[config.mk]
export PLATFORM = sky130hd
export DESIGN_NAME = efi_output_bank_flat
export DESIGN_NICKNAME = d
export VERILOG_FILES = /design/src/rtl/efi_output_bank_if.sv /design/src/rtl/efi_output_bank.sv /design/src/flat_wrapper.sv
export SDC_FILE = /design/constraint.sdc
export NUM_CORES = 1
export LEC_CHECK = 0
export CAP_MARGIN = 0
export CORE_MARGIN = 8
export CORE_UTILIZATION = 45
export CTS_CLUSTER_SIZE = 10
export DETAILED_ROUTE_END_ITERATION = 7
export PLACE_DENSITY = 0.58
export SKIP_LAST_GASP = 1
export SLEW_MARGIN = 10
export SYNTH_ARGS = -nofsm -noshare
export SYNTH_HDL_FRONTEND = slang
export SYNTH_SLANG_ARGS = --single-unit
[constraint.sdc]
create_clock -name clk -period 5.5 [get_ports clk]
set_clock_uncertainty 0.05 [all_clocks]
set_input_delay 1.1 -clock clk [delete_from_list [all_inputs] [get_ports clk]]
set_output_delay 1.1 -clock clk [all_outputs]
set_load 0.03 [all_outputs]
[src/rtl/efi_output_bank_if.sv]
// efi_output_bank_if
// -------------------
// Groups the engine-angle, timebase, configuration and driver signals of the
// output bank so the crank decoder / register map side and the bank itself
// can be wired with a single port.
//
// Signals:
//   angle      current engine angle from the crank decoder
//   angle_stb  one-cycle pulse when angle takes a new value
//   synced     decoder has crank/cam sync
//   tick       duration timebase enable, one clk wide
//   cfg_we     write strobe for one channel configuration
//   cfg_ch     target channel of the write
//   cfg_en     channel enable
//   cfg_start  trigger angle
//   cfg_dur    on-time in ticks
//   fault_clr  clears all fault bits
//   out        driver outputs, active high
//   busy       channel currently ON
//   fault      sticky per-channel configuration fault
//
// Modports:
//   master  the side that drives angle/config (decoder + register map)
//   slave   the output bank itself

interface efi_output_bank_if #(
    parameter int CHANNELS = 6,
    parameter int ANGLE_W  = 12,
    parameter int DUR_W    = 16
);

    localparam int CH_W = (CHANNELS > 1) ? $clog2(CHANNELS) : 1;

    logic [ANGLE_W-1:0]  angle;
    logic                angle_stb;
    logic                synced;
    logic                tick;
    logic                cfg_we;
    logic [CH_W-1:0]     cfg_ch;
    logic                cfg_en;
    logic [ANGLE_W-1:0]  cfg_start;
    logic [DUR_W-1:0]    cfg_dur;
    logic                fault_clr;
    logic [CHANNELS-1:0] out;
    logic [CHANNELS-1:0] busy;
    logic [CHANNELS-1:0] fault;

    modport master (
        output angle, angle_stb, synced, tick,
        output cfg_we, cfg_ch, cfg_en, cfg_start, cfg_dur, fault_clr,
        input  out, busy, fault
    );

    modport slave (
        input  angle, angle_stb, synced, tick,
        input  cfg_we, cfg_ch, cfg_en, cfg_start, cfg_dur, fault_clr,
        output out, busy, fault
    );

endinterface

[src/rtl/efi_output_bank.sv]
// efi_output_bank
// ---------------
// Parametrised bank of angle-triggered, time-limited output drivers for
// ignition coils and injectors. Every channel fires when the engine angle
// strobe matches its programmed start angle, stays on for a programmed number
// of timebase ticks and is clamped to a hard maximum on-time.
//
// Each channel keeps a pending configuration (written from the register map)
// and an active configuration (used for triggering and pulse length). The
// pending copy is promoted whenever the channel is idle, so a write never
// disturbs a pulse that is already running.
//
// Ports:
//   clk      block clock
//   reset_n  asynchronous, active-low reset
//   bus      efi_output_bank_if slave modport (angle, sync, tick, config
//            write, fault clear in; out/busy/fault out)

module efi_output_bank #(
    parameter int CHANNELS  = 6,
    parameter int ANGLE_W   = 12,
    parameter int ANGLE_MAX = 3600,
    parameter int DUR_W     = 16,
    parameter int MAX_ON    = 20000
) (
    input  logic               clk,
    input  logic               reset_n,
    efi_output_bank_if.slave   bus
);

    localparam int CH_W = (CHANNELS > 1) ? $clog2(CHANNELS) : 1;

    typedef struct packed {
        logic               en;
        logic [ANGLE_W-1:0] start;
        logic [DUR_W-1:0]   dur;
    } cfg_t;

    typedef enum logic {
        IDLE = 1'b0,
        ON   = 1'b1
    } state_t;

    cfg_t                pend_q  [CHANNELS];
    cfg_t                pend_d  [CHANNELS];
    cfg_t                act_q   [CHANNELS];
    cfg_t                act_d   [CHANNELS];
    state_t              state_q [CHANNELS];
    state_t              state_d [CHANNELS];
    logic [DUR_W-1:0]    cnt_q   [CHANNELS];
    logic [DUR_W-1:0]    cnt_d   [CHANNELS];
    logic [CHANNELS-1:0] fault_q;
    logic [CHANNELS-1:0] fault_d;
    logic [CHANNELS-1:0] onVec;

    logic wrHit;
    logic startBad;
    logic durBig;
    cfg_t wrCfg;

    // Decode the incoming configuration write once for all channels. Writes
    // to channel numbers beyond the bank are silently dropped; an over-long
    // duration is clamped rather than rejected so the channel stays usable.
    always_comb begin
        wrHit     = bus.cfg_we && (32'(bus.cfg_ch) < CHANNELS);
        startBad  = 32'(bus.cfg_start) >= ANGLE_MAX;
        durBig    = 32'(bus.cfg_dur) > MAX_ON;
        wrCfg.en    = bus.cfg_en;
        wrCfg.start = bus.cfg_start;
        wrCfg.dur   = durBig ? DUR_W'(MAX_ON) : bus.cfg_dur;
    end

    // Next-state logic for every channel: config promotion, config write,
    // the IDLE/ON machine with its tick counter, and the sticky fault bits.
    // Fault clear is applied first so a fault raised in the same cycle wins.
    // Loss of sync overrides everything else and parks the channel.
    always_comb begin
        fault_d = bus.fault_clr ? '0 : fault_q;
        for (int i = 0; i < CHANNELS; i++) begin
            pend_d[i]  = pend_q[i];
            act_d[i]   = act_q[i];
            state_d[i] = state_q[i];
            cnt_d[i]   = cnt_q[i];

            if (state_q[i] == IDLE && pend_q[i] != act_q[i]) begin
                act_d[i] = pend_q[i];
            end

            if (wrHit && bus.cfg_ch == CH_W'(i)) begin
                if (startBad) begin
                    fault_d[i] = 1'b1;
                end else begin
                    pend_d[i] = wrCfg;
                    if (durBig) begin
                        fault_d[i] = 1'b1;
                    end
                end
            end

            case (state_q[i])
                IDLE: begin
                    if (bus.synced && bus.angle_stb && act_q[i].en &&
                        bus.angle == act_q[i].start && act_q[i].dur != '0) begin
                        state_d[i] = ON;
                        cnt_d[i]   = act_q[i].dur;
                    end
                end
                ON: begin
                    if (bus.tick) begin
                        if (cnt_q[i] == DUR_W'(1)) begin
                            state_d[i] = IDLE;
                            cnt_d[i]   = '0;
                        end else begin
                            cnt_d[i] = cnt_q[i] - DUR_W'(1);
                        end
                    end
                end
                default: begin
                    state_d[i] = IDLE;
                    cnt_d[i]   = '0;
                end
            endcase

            if (!bus.synced) begin
                state_d[i] = IDLE;
                cnt_d[i]   = '0;
            end
        end
    end

    // State register for all channels, cleared asynchronously so the drivers
    // are released the moment reset is asserted.
    always_ff @(posedge clk or negedge reset_n) begin
        if (!reset_n) begin
            for (int i = 0; i < CHANNELS; i++) begin
                pend_q[i]  <= '0;
                act_q[i]   <= '0;
                state_q[i] <= IDLE;
                cnt_q[i]   <= '0;
            end
            fault_q <= '0;
        end else begin
            for (int i = 0; i < CHANNELS; i++) begin
                pend_q[i]  <= pend_d[i];
                act_q[i]   <= act_d[i];
                state_q[i] <= state_d[i];
                cnt_q[i]   <= cnt_d[i];
            end
            fault_q <= fault_d;
        end
    end

    // The driver outputs are a pure decode of the state registers, so no
    // input can glitch a coil or injector pin combinationally.
    always_comb begin
        onVec = '0;
        for (int i = 0; i < CHANNELS; i++) begin
            onVec[i] = (state_q[i] == ON);
        end
    end

    assign bus.out   = onVec;
    assign bus.busy  = onVec;
    assign bus.fault = fault_q;

endmodule
[src/flat_wrapper.sv]
// flat-port wrapper written by rule: the top's interface ports become plain ports
module efi_output_bank_flat 
#(
    parameter int CHANNELS  = 6,
    parameter int ANGLE_W   = 12,
    parameter int ANGLE_MAX = 3600,
    parameter int DUR_W     = 16,
    parameter int MAX_ON    = 20000
)
  (clk, reset_n, bus_angle, bus_angle_stb, bus_synced, bus_tick, bus_cfg_we, bus_cfg_ch, bus_cfg_en, bus_cfg_start, bus_cfg_dur, bus_fault_clr, bus_out, bus_busy, bus_fault);
  efi_output_bank_if #(.CHANNELS(CHANNELS), .ANGLE_W(ANGLE_W), .DUR_W(DUR_W)) bus_i ();
  input  logic clk;
  input  logic reset_n;
  input wire logic [$bits(bus_i.angle)-1:0] bus_angle;
  input wire logic [$bits(bus_i.angle_stb)-1:0] bus_angle_stb;
  input wire logic [$bits(bus_i.synced)-1:0] bus_synced;
  input wire logic [$bits(bus_i.tick)-1:0] bus_tick;
  input wire logic [$bits(bus_i.cfg_we)-1:0] bus_cfg_we;
  input wire logic [$bits(bus_i.cfg_ch)-1:0] bus_cfg_ch;
  input wire logic [$bits(bus_i.cfg_en)-1:0] bus_cfg_en;
  input wire logic [$bits(bus_i.cfg_start)-1:0] bus_cfg_start;
  input wire logic [$bits(bus_i.cfg_dur)-1:0] bus_cfg_dur;
  input wire logic [$bits(bus_i.fault_clr)-1:0] bus_fault_clr;
  output wire logic [$bits(bus_i.out)-1:0] bus_out;
  output wire logic [$bits(bus_i.busy)-1:0] bus_busy;
  output wire logic [$bits(bus_i.fault)-1:0] bus_fault;
  assign bus_i.angle = bus_angle;
  assign bus_i.angle_stb = bus_angle_stb;
  assign bus_i.synced = bus_synced;
  assign bus_i.tick = bus_tick;
  assign bus_i.cfg_we = bus_cfg_we;
  assign bus_i.cfg_ch = bus_cfg_ch;
  assign bus_i.cfg_en = bus_cfg_en;
  assign bus_i.cfg_start = bus_cfg_start;
  assign bus_i.cfg_dur = bus_cfg_dur;
  assign bus_i.fault_clr = bus_fault_clr;
  assign bus_out = bus_i.out;
  assign bus_busy = bus_i.busy;
  assign bus_fault = bus_i.fault;
  efi_output_bank #(.CHANNELS(CHANNELS), .ANGLE_W(ANGLE_W), .ANGLE_MAX(ANGLE_MAX), .DUR_W(DUR_W), .MAX_ON(MAX_ON)) u_core (.clk(clk), .reset_n(reset_n), .bus(bus_i));
endmodule
==> impl_metrics.csv <==
group,metric,value,unit
layout,stdcell_area,0.02579,mm^2
timing,setup_violations,0,
timing,finalHoldWorstSlack,0.4446,ns
die,die-area,0.05866,mm^2
critical_path,cp_slowest_cell,"sky130_fd_sc_hd__nand2b_1",
route,route.vias.total,17111,
die,initial_core_util,45.15,%
logic_synthesis,postSynthRegisterBits,456,
route,number_of_design_rule_violations_left_by_the_first_detailed_router_iteration,1631,
placed_design,gp_congestion,0.8587,
timing,max_slew_vio_count,0,
critical_path,kind_of_cell_adding_the_most_delay_to_the_critical_path,"simple AND/OR/NAND/NOR gates",
clocking,cts_max_level,2,
route,route.detailed.wl_per_inst,22.33,um
critical_path,setup.worst_path.end,"u_core.pend_q[38]",
global_route,grt_pass1_wl,102.2,mm
logic_synthesis,ys_seq_area_share,49.56,%
die,die_h,242.2,um
die,ioPinCount,69,
critical_path,cp.buffers_inverters,2,
clocking,postCtsSetupRepairBufs,0,
logic_synthesis,synth_edf_count,0,
clocking,numClockSinks,456,
critical_path,critical_path_rt,5.87,ns
global_route,grt_antenna_before_repair,5,
clocking,tritoncts,"done",
timing,final_critical_path_required_period,3.646,ns
hold_path,hold_class,"input pin to async pin",
critical_path,crit_arrival,4.02,ns
layout,design.final.nets,2287,
critical_path,highest_fanout_seen_on_the_critical_path,26,
global_route,grt_max_degree,149,
timing,achievable-frequency,0.2743,GHz
logic_synthesis,dominantRegCellSynth,"sky130_fd_sc_hd__dfrtp_1",
pwr,power-per-cell-area,347.6,mW/mm^2
clocking,cts_hold_buffers,0,
critical_path,critical_path_class,"input pin to flop",
logic_synthesis,synth.net_count,2261,
pwr,max-vdd-ir-drop,0.0002888,V
timing,totalNegativeSetupSlack,0,ns
layout,finish.utilization,50.59,%
route,detailed_route_wire_length,65.25,mm
timing,final.period_utilization,66.28,%
route,firstDrtPassIters,5,
route,drc_errors,0,
logic_synthesis,syn-instance-count,2198,
clocking,clock_latency_late_sink,0.61,ns
logic_synthesis,ys_async_sr_fraction,100.0,%
pwr,p_leak,11.38,nW
logic_synthesis,mappedNetlistArea,0.02302,mm^2
route,route.antenna.remaining_nets,0,
layout,filler_cell_count,4670,
logic_synthesis,syn-mean-instance-area,10.48,um^2
critical_path,endpoint_kind,"flop",
critical_path,timing.rr.start,"u_core.bus.busy[4]",
layout,drive_above_1_share,13.30,%
route,post_drt_via_cell_ratio,5.856,
logic_synthesis,synth_warnings,0,
clocking,cts.root.buffer_cell,"sky130_fd_sc_hd__clkbuf_16",
die,num_rows,83,
global_route,grt_remaining_overflow,0,
timing,max_slew_headroom,21.92,%
global_route,first_global_vias,17181,
critical_path,rr_endpoint,"u_core.cnt_q[18]",
critical_path,regToRegSetupSlack,2.54,ns
placed_design,dpl.hpwl,43.73,mm
die,die-width,242.2,um
layout,area.sequential,0.01141,mm^2
placed_design,placement.cell_area,0.02434,mm^2
global_route,global_route.usage.total,21.98,%
timing,tightestPinTransition,1.171,ns
critical_path,worst_setup_path_start_kind,"input pin",
die,core_area,0.05099,mm^2
critical_path,crit_cells,7,
clocking,worst_path_clk_slew,0.06,ns
clocking,cts_buf_count,53,
layout,multiInputGateArea,0.01093,mm^2
timing,timing_hold_violations_final,0,
critical_path,crit_start,"bus_cfg_start[7]",
job,maxCapViolations,0,
timing,grt_setup_unrepaired,"no",
clocking,clock_tree.buffer_depth,3,
layout,area.growth.synth_to_final,12.03,%
critical_path,r2r_depth,6,
logic_synthesis,synth.distinct_cells,79,
placed_design,io_buffer_count,68,
clocking,cts_resized,0,
critical_path,critPathMaxStageDelay,0.71,ns
run_status,result_of_the_run,"complete, no violations",
critical_path,timing.critical_path.cells,"clkdlybuf4s50_1 -> or4_1 -> o2111ai_1 -> nand2b_1 -> buf_4 -> nand2_1 -> o21ai_0",
==> cell usage after synthesis, types with 11 or more instances <==
cell                       instances  share of area (%)
sky130_fd_sc_hd__a211oi_1         13               0.42
sky130_fd_sc_hd__a21oi_1          70                1.5
sky130_fd_sc_hd__a22o_1           15               0.57
sky130_fd_sc_hd__a32oi_1          11               0.42
sky130_fd_sc_hd__buf_2            24               0.52
sky130_fd_sc_hd__clkbuf_1         87                1.4
sky130_fd_sc_hd__dfrtp_1         456                 50
sky130_fd_sc_hd__ha_1             12               0.65
sky130_fd_sc_hd__inv_1            62                1.0
sky130_fd_sc_hd__mux2_1           27                1.3
sky130_fd_sc_hd__mux2_2          170                8.3
sky130_fd_sc_hd__nand2_1         276                4.5
sky130_fd_sc_hd__nand2b_1         13               0.35
sky130_fd_sc_hd__nand3_1          30               0.65
sky130_fd_sc_hd__nand4_1          49                1.3
sky130_fd_sc_hd__nor2_1           72                1.2
sky130_fd_sc_hd__nor3_1           44               0.96
sky130_fd_sc_hd__nor4_1           76                2.1
sky130_fd_sc_hd__o211a_1          12               0.52
sky130_fd_sc_hd__o211ai_1         12               0.39
sky130_fd_sc_hd__o21ai_0         103                2.2
sky130_fd_sc_hd__o21ai_1          54                1.2
sky130_fd_sc_hd__o22ai_1          11               0.30
sky130_fd_sc_hd__o31ai_1          14               0.46
sky130_fd_sc_hd__o32ai_1          12               0.46
sky130_fd_sc_hd__xnor2_1         171                6.5
sky130_fd_sc_hd__xor2_1          102                3.9
==> state kept, by name, indices dropped and copies added (netlist names) <==
register          flops
u_core.act_q        174
u_core.bus.busy       6
u_core.cnt_q         96
u_core.bus.fault      6
u_core.pend_q       174
==> cells by family (layout without fill, tap and decap cells) <==
logic type | Yosys count | count (layout) | share of synthesized area, %
XOR/XNOR | 273 | 273 | 10.38
flip-flops | 456 | 456 | 49.56
multiplexers | 213 | 213 | 10.53
AND/OR/NAND/NOR | 632 | 632 | 13.42
buffers and inverters | 187 | 230 | 3.342
other | 0 | 1 | 0
adder cells (fa/ha/maj) | 12 | 12 | 0.6521
AO/OA/AOI/OAI | 425 | 425 | 12.12
==> power by group <==
| part | switching [W] | internal [W] |
|---|---|---|
| Combinational | 0.000717 | 0.000755 |
| Sequential | 0.000544 | 0.00383 |
| Clock | 0.00137 | 0.00176 |
==> cell usage in the layout, fill, tap and decap left out, types with 15 or more instances in the layout <==
master,n
sky130_fd_sc_hd__buf_4,22
sky130_fd_sc_hd__a22o_1,15
sky130_fd_sc_hd__dfrtp_1,456
sky130_fd_sc_hd__xnor2_1,171
sky130_fd_sc_hd__clkdlybuf4s50_1,66
sky130_fd_sc_hd__o21ai_1,54
sky130_fd_sc_hd__nor4_1,76
sky130_fd_sc_hd__nand3_1,29
sky130_fd_sc_hd__mux2_2,170
sky130_fd_sc_hd__xor2_1,102
sky130_fd_sc_hd__o21ai_0,103
sky130_fd_sc_hd__nand2_1,276
sky130_fd_sc_hd__clkbuf_16,53
sky130_fd_sc_hd__nand4_1,49
sky130_fd_sc_hd__nor2_1,71
sky130_fd_sc_hd__mux2_1,27
sky130_fd_sc_hd__inv_1,61
sky130_fd_sc_hd__nor3_1,44
sky130_fd_sc_hd__a21oi_1,66
==> how the worst min path moves through the flow <==
stage | start | end | depth (start not counted)
after floorplan | u_core.cnt_q[46] | u_core.cnt_q[46] | 1
after global placement | u_core.cnt_q[46] | u_core.cnt_q[46] | 1
after detailed placement | u_core.cnt_q[46] | u_core.cnt_q[46] | 1
after CTS | reset_n | u_core.cnt_q[67] | 1
after global routing | u_core.cnt_q[14] | u_core.cnt_q[14] | 1
final | reset_n | u_core.cnt_q[65] | 1
==> routing by layer <==
metal	part of all wire [%]	track usage, %	vias to the layer above
li1	-	-	7879
met1	46	32.01	8627
met2	45	33.46	510
met3	6.3	3.461	91
met4	2.4	6.634	4
met5	0.034	0	-
==> through the flow <==
| step | std cells | power (W) | setup WS [ns] |
|---|---|---|---|
| 2_1_floorplan | 2198 | 0.005297 | 2.488 |
| 3_3_place_gp | 2849 | 0.005850 | 1.301 |
| 3_5_place_dp | 2849 | 0.005891 | 1.291 |
| 4_1_cts | 2921 | 0.009049 | 1.912 |
| 5_1_grt | 2921 | 0.009401 | 1.611 |
| 6_report | 2922 | 0.008967 | 1.854 |
==> layout make-up <==
class / count / share of cell area, %
antenna: 1 / 0.009702
sequential: 456 / 44.24
clock buffer: 66 / 5.409
timing repair buffer: 93 / 3.512
multi-input combinational: 1555 / 42.38
inverter: 65 / 0.9459
tap: 680 / 3.299
clock inverter: 6 / 0.2037
No activity file was read; power rests on OpenSTA's default activity.
